===== config.mk =====
export PLATFORM = sky130hd
export DESIGN_NAME = uart_rx_fifo
export DESIGN_NICKNAME = d
export VERILOG_FILES = /design/src/rtl/uart_rx_fifo.sv
export SDC_FILE = /design/constraint.sdc
export NUM_CORES = 1
export LEC_CHECK = 0
export ABC_AREA = 1
export BUFFER_PORTS_ARGS = -buffer_cell sky130_fd_sc_hd__buf_2
export CORE_MARGIN = 2
export CORE_UTILIZATION = 60
export DETAILED_ROUTE_END_ITERATION = 8
export MAX_ROUTING_LAYER = met4
export PLACE_DENSITY = 0.78
export SYNTH_ARGS = -nofsm -noshare
export SYNTH_HDL_FRONTEND = slang
export SYNTH_SLANG_ARGS = --single-unit

===== constraint.sdc =====
create_clock -name clk -period 3.2 [get_ports clk]
set_clock_uncertainty 0.2 [all_clocks]
set_input_delay 0.8 -clock clk [delete_from_list [all_inputs] [get_ports clk]]
set_output_delay 0.8 -clock clk [all_outputs]
set_load 0.05 [all_outputs]

===== src/rtl/uart_rx_fifo.sv =====
// uart_rx_fifo: FWFT receive buffer behind the UART receiver with status, trigger irq and rts_n hysteresis
module uart_rx_fifo #(
  parameter int DEPTH = 16,
  localparam int AW = $clog2(DEPTH),
  parameter int RX_TRIG = 8,
  parameter int RTS_HI = 12,
  parameter int RTS_LO = 4
) (
  input  logic          clk,
  input  logic          reset_n,
  input  logic [7:0]    rx_data,
  input  logic          rx_done,
  input  logic          parity_error,
  input  logic          rd_en,
  input  logic          fifo_flush,
  input  logic          ovr_clr,
  output logic [7:0]    rd_data,
  output logic          rd_perr,
  output logic          rx_empty,
  output logic          rx_full,
  output logic [AW:0]   level,
  output logic          overrun,
  output logic          irq_rx,
  output logic          rts_n
);
  logic [8:0]    mem [DEPTH];
  logic [8:0]    hold_q;
  logic [AW-1:0] wr_ptr, rd_ptr;
  logic          rx_done_q, push_req, pop, acc, ovr_set;
  assign rx_empty = level == '0;
  assign rx_full  = level == (AW+1)'(DEPTH);
  assign irq_rx   = level >= (AW+1)'(RX_TRIG);
  assign push_req = rx_done & ~rx_done_q;
  assign pop      = rd_en & ~rx_empty & ~fifo_flush;
  assign acc      = push_req & ~fifo_flush & (~rx_full | pop);
  assign ovr_set  = push_req & ~fifo_flush & rx_full & ~pop;
  assign {rd_perr, rd_data} = rx_empty ? hold_q : mem[rd_ptr];
  // character storage; left uninitialised since the level gates every read
  always_ff @(posedge clk)
    if (acc) mem[wr_ptr] <= {parity_error, rx_data};
  // pointers, level, edge detect, sticky overrun and the held head value shown while empty
  always_ff @(posedge clk or negedge reset_n)
    if (!reset_n) begin
      wr_ptr    <= '0;
      rd_ptr    <= '0;
      level     <= '0;
      rx_done_q <= 1'b1;
      overrun   <= 1'b0;
      hold_q    <= '0;
    end else begin
      rx_done_q <= rx_done;
      overrun   <= ovr_set | (overrun & ~ovr_clr);
      hold_q    <= rx_empty ? hold_q : mem[rd_ptr];
      wr_ptr    <= fifo_flush ? '0 : wr_ptr + AW'(acc);
      rd_ptr    <= fifo_flush ? '0 : rd_ptr + AW'(pop);
      level     <= fifo_flush ? '0 : level + (AW+1)'(acc) - (AW+1)'(pop);
    end
  // flow control with hysteresis, driven from the registered level
  always_ff @(posedge clk or negedge reset_n)
    if (!reset_n) rts_n <= 1'b0;
    else if (level >= (AW+1)'(RTS_HI)) rts_n <= 1'b1;
    else if (level <= (AW+1)'(RTS_LO)) rts_n <= 1'b0;
endmodule


; ---- Word level (Yosys, flattened, before mapping)
; Memories as Yosys holds them, arrays and structs flattened.
; Index checks and enable logic that the tools add are counted.
[classes]
order_cmp = 3
n_bitwise = 16
mux = 8
reduce_logical = 2
n_addsub = 4
eq_ne = 1
[op_table]
columns = op, count
row1 = >= comparator 5 x 4 -> 1 bit (second input constant), 2
row2 = 2-to-1 mux 9 bit, 1
row3 = adder 4 x 1 -> 4 bit, 2
row4 = AND 1 bit, 8
row5 = 2-to-1 mux 4 bit, 2
row6 = NOT 1 bit, 6
row7 = adder 5 x 1 -> 5 bit, 1
row8 = == test 5 bit (second input constant), 1
row9 = <= comparator 5 x 3 -> 1 bit (second input constant), 1
row10 = zero test 5 bit, 1
row11 = 2-to-1 mux 5 bit, 1
row12 = subtractor 5 x 1 -> 5 bit, 1
row13 = 2-to-1 mux 1 bit, 4
row14 = OR 1 bit, 2
row15 = nonzero test 2 bit, 1
[totals]
mem_count = 1
in_bits = 15
ff_bits = 25
mem_bits_rw = 144
wordCells = 42
[memory_table]
columns = name, depth, word_bits, read_ports, rd_clocked_by_memory_dff, wr, line_no
row1 = mem, 16, 9, 1, 0, 1, 26  ; logic [8:0] mem [DEPTH];

; ---- Depth between registers and ports, before layout
; Gate-level depths: netlist (run 1).
[depth]
ltp_word = 9
depth_mapped = 13
ltp_nobuf = 13

; ---- Least setup slack after synthesis (run 1)
; Ideal clock, no wire load.
[synth_timing]
path_type = reg2out
startpoint = register level[2]
endpoint = output port rd_data[0]
slack_ps = -109
arrival_time_ps = 2309
path_buffers = 1
required_time_ps = 2200
path_stages_with_launch = 8
path_cell_list = dfrtp_1 -> inv_1 -> ha_1 -> nand3_1 -> buf_2 -> clkinv_1 -> nand2_1 -> nand2_1
[synth_via]
elab_chain_cells = 2
[synth_lines]
columns = element, line_no
row1 = "start, declared", 21  ; output logic [AW:0] level,
row2 = "start signal, assigned", 56  ; level <= fifo_flush ? '0 : level + (AW+1)'(acc) - (AW+1)'(pop);
row3 = zero test 5 bit, 30  ; assign rx_empty = level == '0;
row4 = via rx_empty, 19  ; output logic rx_empty,
row5 = 2-to-1 mux 9 bit, --
row6 = "end, declared", 17  ; output logic [7:0] rd_data,
; The timed path passes the listed nets, and every way through them passes these cells.

; ---- Worst setup path in the final report (run 1)
[layout_timing]
startpoint = register rd_ptr[0]
endpoint = output port rd_data[3]
[layout_via]
elab_chain_cells = 2
[layout_lines]
columns = element, line_no
row1 = "start, declared", 28  ; logic [AW-1:0] wr_ptr, rd_ptr;
row2 = "start signal, assigned", 55  ; rd_ptr <= fifo_flush ? '0 : rd_ptr + AW'(pop);
row3 = memory read (16 x 9 bit), --
row4 = 2-to-1 mux 9 bit, --
; Every way passes these cells.

==> results by group, run 1 <==
Logic synthesis
  • Synth warnings: 0
  • Sequential area share after synthesis: 65.7%
  • Count of state elements after synthesis: 169
  • Share of async-settable or async-resettable flops after synthesis: 14.8%
  • Syn_area_per_cell: 10.1 um^2
  • Number of enable-type register cells in the synthesized netlist: 144
  • Post-Syn Instances: 743
  • Synth Cell Area: 7540 um^2
  • Synth Net Count: 773
  • Top_reg_cell synth: sky130_fd_sc_hd__edfxtp_1
  • Unique masters post-synth: 28

Worst setup path
  • Crit path DAT: 2.13 ns
  • Data required time of the critical path: 2.20 ns
  • Worst-case reg-to-reg path depth: 13
  • Crit path capture type: primary output
  • Maximum fanout count along the critical path: 18
  • Worst Setup Path Type: reg -> out
  • Nature of the critical path startpoint: flip-flop

STA
  • Final worst-path setup slack: 0.0669 ns
  • Final number of max-transition violations: 0
  • Final-report hold violation count: 0
  • Fin crit share: 97.9%
  • Post-Route Setup TNS: 0 ns
  • Final setup fails: 0
  • Minimum clock period: 3.13 ns
  • Timing-limited maximum frequency: 319 MHz
  • Least-Margin Pin Slew: 0.574 ns
  • Worst slew margin: 61.7%
  • Hold Worst Slack: 0.167 ns

Routing
  • Number of vias after detailed routing: 5,336
  • Number of violations reported at the end of detailed-routing iteration 0: 511
  • Mean number of vias per cell: 5.47
  • Remaining number of nets flagged by the antenna check after routing: 0
  • Routed wire length: 17,600 um
  • Number of remaining DRC errors: 0
  • Wire length per cell: 18.0 um
  • 1st-pass router iterations: 5

Clock tree
  • CTS clk-pin slew, worst paths: 0.06 ns
  • Number of sinks driven by the clock tree: 169
  • H-tree lvl count: 4
  • Clk Latency, worst-skew pair: 0.43 ns
  • Clock root cell: sky130_fd_sc_hd__clkbuf_16
  • Worst-case clock buffer depth: 2
  • Post-cts hold buffer count: 0
  • Number of buffers created by CTS: 17
  • CTS tree: done

Die
  • Core Box Area: 12,200 um^2
  • Cell row count: 40
  • Number of ports placed on the die boundary: 34
  • Area of the die: 13,500 um^2
  • Initial core utilization: 62.0%
  • Width of the die: 116 um
  • Chip Height: 116 um

Placement
  • DP Worst Slack: 0.0881 ns
  • Placement-stage cell area: 7980 um^2
  • Cell total after placement: 940
  • Port-buffer cells: 33
  • Sum of net half-perimeters after detailed placement: 11,100 um
  • Final GP Congestion: 0.949

Run status
  • Run status: finished, final reports clean

GRT
  • Final global-route overflow total: 0
  • Largest net degree at the start of global routing: 44
  • First-pass GRT wire length: 26,500 um
  • Via count of the first global-routing pass: 5,233
  • Total Routing Usage GR: 27.9%
  • Antenna violations before repair: 0

Layout
  • Fillers: 822
  • Non-filler instance count after layout: 975
  • Most common cell after layout, fill and taps aside: sky130_fd_sc_hd__nand2_1
  • Synth-to-layout area growth: 15.4%
  • Total number of nets in the final design: 824
  • Total inserted antenna cells: 0
  • Post-route cell area: 8700 um^2
  • Proportion of layout cells with a drive suffix above 1: 13.9%
  • Fin util: 71.5%
  • Most used cells in the layout excluding fill and tap cells: sky130_fd_sc_hd__nand2_1 (231), sky130_fd_sc_hd__edfxtp_1 (144), sky130_fd_sc_hd__inv_1 (125), sky130_fd_sc_hd__nand3_1 (114), sky130_fd_sc_hd__buf_4 (27)

Hold path
  • Class of the tightest hold or removal check: in -> async

Power
  • Leak Pwr: 3.86 nW
  • Peak supply drop: 0.552 mV
  • Ratio of total power to cell area: 752 nW/um^2
  • Overall power consumption: 6.54 mW

Job
  • Count of maximum capacitance violations: 0
[logic make-up after synthesis]
group,count (synthesis),share of synthesized area [%]
buffers and inverters,162,8.80
XOR/XNOR,1,0.116
AND/OR/NAND/NOR,380,21.6
flip-flops,169,65.7
AO/OA/AOI/OAI,16,1.23
adder cells (fa/ha/maj),15,2.59
[routing by layer]
layer  global-route usage [%]  wire [um]  vias up
met5                        -          0        -
met4                     11.5        509        0
met3                     6.64       1360       45
met2                     45.2       8790      268
met1                     34.0       6890     2541
li1                         -          -     2482
[cell usage after synthesis, drive strengths merged (2+ instances only)]
cell | number | share of area, %
clkbuf | 4 | 0.20
edfxtp | 144 | 57
ha | 14 | 2.3
a21oi | 9 | 0.75
buf | 25 | 1.9
nand2 | 231 | 12
inv | 131 | 6.6
o21ai | 6 | 0.40
nor2 | 25 | 1.3
clkinv | 2 | 0.10
nand3 | 120 | 8.3
dfrtp | 24 | 8.0
[where the power goes]
part	total (mW)	switching [mW]	internal (mW)
registers	2.58	0.0758	2.50
logic	1.90	1.35	0.549
clock network	2.07	0.837	1.23
total	6.54	2.26	4.28
[cell type report]
type,instances,area [um^2],area share (%)
clock buffer,18,429,4.93
tap,168,210,2.42
inverter,133,514,5.91
multi-input combinational,412,1930,22.2
clock inverter,14,171,1.97
sequential,169,4960,57.0
timing repair buffer,61,489,5.62
[what timing repair did]
action / CTS / global route
setup buffers: 1 / 0
setup endpoints to repair: 9 / 9
gates resized for setup: 10 / 13
gates cloned: 0 / 2
pin swaps: 0 / 0
[path summary, 6_finish.rpt]
kind                           start          to  slack, ns
min in group clk           hold_q[3]   hold_q[3]       0.30
setup reg to reg            level[2]    level[4]       0.40
hold reg to reg            hold_q[3]   hold_q[3]       0.30
hold / removal               reset_n   hold_q[3]       0.17
max in group asynchronous    reset_n   rd_ptr[0]       2.19
setup / recovery           rd_ptr[0]  rd_data[3]       0.07
[state kept, by name, summed over array words and instances (netlist names)]
register and flops:
rd_ptr 4, hold_q 9, rx_done_q 1, overrun 1, level 5, rts_n 1
wr_ptr 4, mem 144
[worst max-delay path: stages, from the launching register on]
cell and delay (ns):
sky130_fd_sc_hd__dfrtp_4 0.54, sky130_fd_sc_hd__inv_6 0.12, sky130_fd_sc_hd__buf_12 0.16, sky130_fd_sc_hd__nand2_1 0.06, sky130_fd_sc_hd__nand2_1 0.06, sky130_fd_sc_hd__nand2_1 0.06
sky130_fd_sc_hd__nand3_1 0.13, sky130_fd_sc_hd__nand3_1 0.14, sky130_fd_sc_hd__nand2_1 0.10, sky130_fd_sc_hd__nand2_1 0.06, sky130_fd_sc_hd__nand2_1 0.08, sky130_fd_sc_hd__buf_4 0.20
(Power assumes the default switching activity.)
==> inputs of run 2 (changes only) <==
PLACE_DENSITY = 0.83   (was 0.78)
==> run 2 against run 1 <==
Effect of this change: the flow now finishes with violations (negative setup slack); power increased by 3.0%; flip-flop and latch count unchanged; first-iteration DRC count increased by 38%; highest routed layer unchanged.
==> results by group, run 2 (synthesis results as in run 1) <==
Worst setup path
  • Worst Setup Path Type: reg -> out (unchanged)
  • Cell-by-cell listing of the critical path: clkinv_8 -> buf_12 -> nand2_1 -> nand3_1 -> nand3_1 -> nand3_1 -> nand2_1 -> nand2_1 -> nand2_1 -> buf_6 (was inv_6 -> buf_12 -> nand2_1 -> nand2_1 -> nand2_1 -> nand3_1 -> nand3_1 -> nand2_1 -> nand2_1 -> nand2_1 -> buf_4)
  • Worst setup path end: rd_data[3] (unchanged)
  • R2r endpoint: level[4] (unchanged)
  • Flop2flop setup slack: 0.34 ns (was 0.40 ns)
  • Critical Path Most Common Cell: sky130_fd_sc_hd__nand2_1 (unchanged)
  • Nature of the critical path startpoint: flip-flop (unchanged)
  • Data required time of the critical path: 2.20 ns (about the same)
  • Startpoint of the most critical setup path: rd_ptr[0] (unchanged)
  • Maximum fanout count along the critical path: 27 (was 18)
  • Biggest cell delay along the critical path: 0.51 ns (was 0.54 ns)
  • Crit path DAT: 2.22 ns (was 2.13 ns)
  • Slowest cell on crit path: sky130_fd_sc_hd__dfrtp_2 (was sky130_fd_sc_hd__dfrtp_4)
  • Crit path capture type: primary output (unchanged)
  • Buffers and inverters on the worst path: 3 (unchanged)
  • Reg-to-reg startpoint: level[2] (unchanged)
  • Worst-case reg-to-reg path depth: 13 (unchanged)
  • Delay-heaviest family, CP: simple AND/OR/NAND/NOR gates (unchanged)
  • Stages on the worst setup path: 10 (was 11)

Run status
  • Run status: complete, but fails checks (was finished, final reports clean)
  • Violated checks: negative setup slack

Layout
  • Total number of nets in the final design: 833 (was 824)
  • Total inserted antenna cells: 0 (unchanged)
  • Regs by FF count: mem (144), hold_q (9), level (5) (unchanged)
  • Post-route cell area: 8850 um^2 (was 8700 um^2)
  • Number of flip-flops under the largest register name: 144 (unchanged)
  • Proportion of layout cells with a drive suffix above 1: 16.5% (was 13.9%)
  • Most common cell after layout, fill and taps aside: sky130_fd_sc_hd__nand2_1 (unchanged)
  • Largest register by flop count: mem (unchanged)
  • Most used cells in the layout excluding fill and tap cells: sky130_fd_sc_hd__nand2_1 (228), sky130_fd_sc_hd__edfxtp_1 (144), sky130_fd_sc_hd__inv_1 (125), sky130_fd_sc_hd__nand3_1 (103), sky130_fd_sc_hd__buf_4 (32) (was sky130_fd_sc_hd__nand2_1 (231), sky130_fd_sc_hd__edfxtp_1 (144), sky130_fd_sc_hd__inv_1 (125), sky130_fd_sc_hd__nand3_1 (114), sky130_fd_sc_hd__buf_4 (27))
  • Synth-to-layout area growth: 17.4% (was 15.4%)
  • Non-filler instance count after layout: 984 (was 975)

STA
  • Timing-limited maximum frequency: 311 MHz (was 319 MHz)
  • Final number of max-transition violations: 0 (unchanged)
  • Fin crit share: 101% (was 97.9%)
  • Worst slew margin: 60.9% (was 61.7%)
  • Least-Margin Pin Slew: 0.587 ns (was 0.574 ns)
  • Final worst-path setup slack: -0.0206 ns (was 0.0669 ns)
  • Final-report hold violation count: 0 (unchanged)
  • Post-Route Setup TNS: -0.0206 ns (was 0 ns)
  • Final setup fails: 1 (was 0)
  • Minimum clock period: 3.22 ns (was 3.13 ns)
  • RSZ-0062 raised after global routing: yes

Die
  • Initial core utilization: 62.0% (unchanged)
  • Chip Height: 116 um (unchanged)
  • Width of the die: 116 um (unchanged)
  • Number of ports placed on the die boundary: 34 (unchanged)
  • Core Box Area: 12,200 um^2 (unchanged)
  • Cell row count: 40 (unchanged)
  • Area of the die: 13,500 um^2 (unchanged)

Placement
  • Sum of net half-perimeters after detailed placement: 10,700 um (was 11,100 um)
  • Cell total after placement: 940 (unchanged)
  • Port-buffer cells: 33 (unchanged)
  • DP Worst Slack: 0.203 ns (was 0.0881 ns)
  • Final GP Congestion: 0.916 (was 0.949)
  • Placement-stage cell area: 7960 um^2 (was 7980 um^2)

Clock tree
  • H-tree lvl count: 4 (unchanged)
  • Clk Latency, worst-skew pair: 0.44 ns (was 0.43 ns)
  • Post-cts hold buffer count: 0 (unchanged)
  • CTS tree: done (unchanged)
  • CTS clk-pin slew, worst paths: 0.07 ns (was 0.06 ns)
  • Worst-case clock buffer depth: 2 (unchanged)
  • Clock root cell: sky130_fd_sc_hd__clkbuf_16 (unchanged)
  • Number of sinks driven by the clock tree: 169 (unchanged)
  • Number of buffers created by CTS: 17 (unchanged)

Routing
  • Wire length per cell: 19.0 um (was 18.0 um)
  • Number of remaining DRC errors: 0 (unchanged)
  • Remaining number of nets flagged by the antenna check after routing: 0 (unchanged)
  • Number of violations reported at the end of detailed-routing iteration 0: 704 (was 511)
  • Routed wire length: 18,700 um (was 17,600 um)
  • Mean number of vias per cell: 5.68 (was 5.47)
  • Number of vias after detailed routing: 5,594 (was 5,336)
  • 1st-pass router iterations: 6 (was 5)

GRT
  • Antenna violations before repair: 0 (unchanged)
  • Total Routing Usage GR: 29.9% (was 27.9%)
  • First-pass GRT wire length: 28,200 um (was 26,500 um)
  • Via count of the first global-routing pass: 5,457 (was 5,233)
  • Final global-route overflow total: 0 (unchanged)
  • Largest net degree at the start of global routing: 39 (was 44)

Power
  • Leak Pwr: 3.94 nW (was 3.86 nW)
  • Peak supply drop: 0.433 mV (was 0.552 mV)
  • Ratio of total power to cell area: 761 nW/um^2 (was 752 nW/um^2)

Hold path
  • Class of the tightest hold or removal check: in -> async (unchanged)

Job
  • Count of maximum capacitance violations: 0 (unchanged)
[run 2: cell types whose count changed in the layout (fill, tap and decap cells not counted), sizes merged]
cell | before | now
buf | 59 | 69
clkinvlp | 6 | 5
inv | 133 | 131
clkinv | 5 | 9
clkbuf | 20 | 17
bufinv | 3 | 4
[run 2: stage by stage]
step | hold WS (ns) | utilization, % | total power [mW]
6_report | 0.157 | 72.8 | 6.74
5_1_grt | 0.197 | 72.8 | 7.01
4_1_cts | 0.175 | 71.3 | 6.55
3_5_place_dp | 0.264 | 65.4 | 4.29
3_3_place_gp | 0.259 | 65.4 | 4.22
2_1_floorplan | 0.304 | - | 3.87
[run 2: area by class of cell]
class	instances	area (um^2)
well taps	168	210
multi-input cells	412	1990
repair inverters	1	6.26
repair buffers	69	544
clock inverters	15	201
inverters	133	519
clock buffers	17	425
fillers	741	3310
flip-flops and latches	169	4950
[run 2: power by group]
part           leakage [nW]  switching [mW]  internal (mW)
registers              1.61          0.0745           2.50
logic                  2.03            1.39          0.613
clock network         0.291           0.856           1.30
total                  3.94            2.32           4.42
[run 2: what timing repair did]
| item | CTS | global route |
|---|---|---|
| buffers inserted | 1 | 9 |
| endpoints found under the hold margin | 0 | 0 |
| pin swaps | 0 | 6 |
| endpoints found under the setup margin | 9 | 9 |
| cloned | 2 | 0 |
| resized for setup | 13 | 36 |
[run 2: metal layers]
metal | GRT usage [%] | vias to the layer above | share of wire (%)
met2 | 47.8 | 398 | 50
li1 | - | 2504 | -
met3 | 6.80 | 68 | 9.3
met4 | 13.9 | 0 | 3.7
met1 | 36.6 | 2624 | 37
met5 | - | - | 0
[run 2: worst min path at each step]
stage          depth (start not counted)         to      start
6_report                               1  hold_q[3]    reset_n
5_1_grt                                1  hold_q[3]    reset_n
4_1_cts                                1  hold_q[3]    reset_n
3_5_place_dp                           2  hold_q[0]  hold_q[0]
3_3_place_gp                           2  hold_q[1]  hold_q[1]
2_1_floorplan                          0  hold_q[0]    reset_n
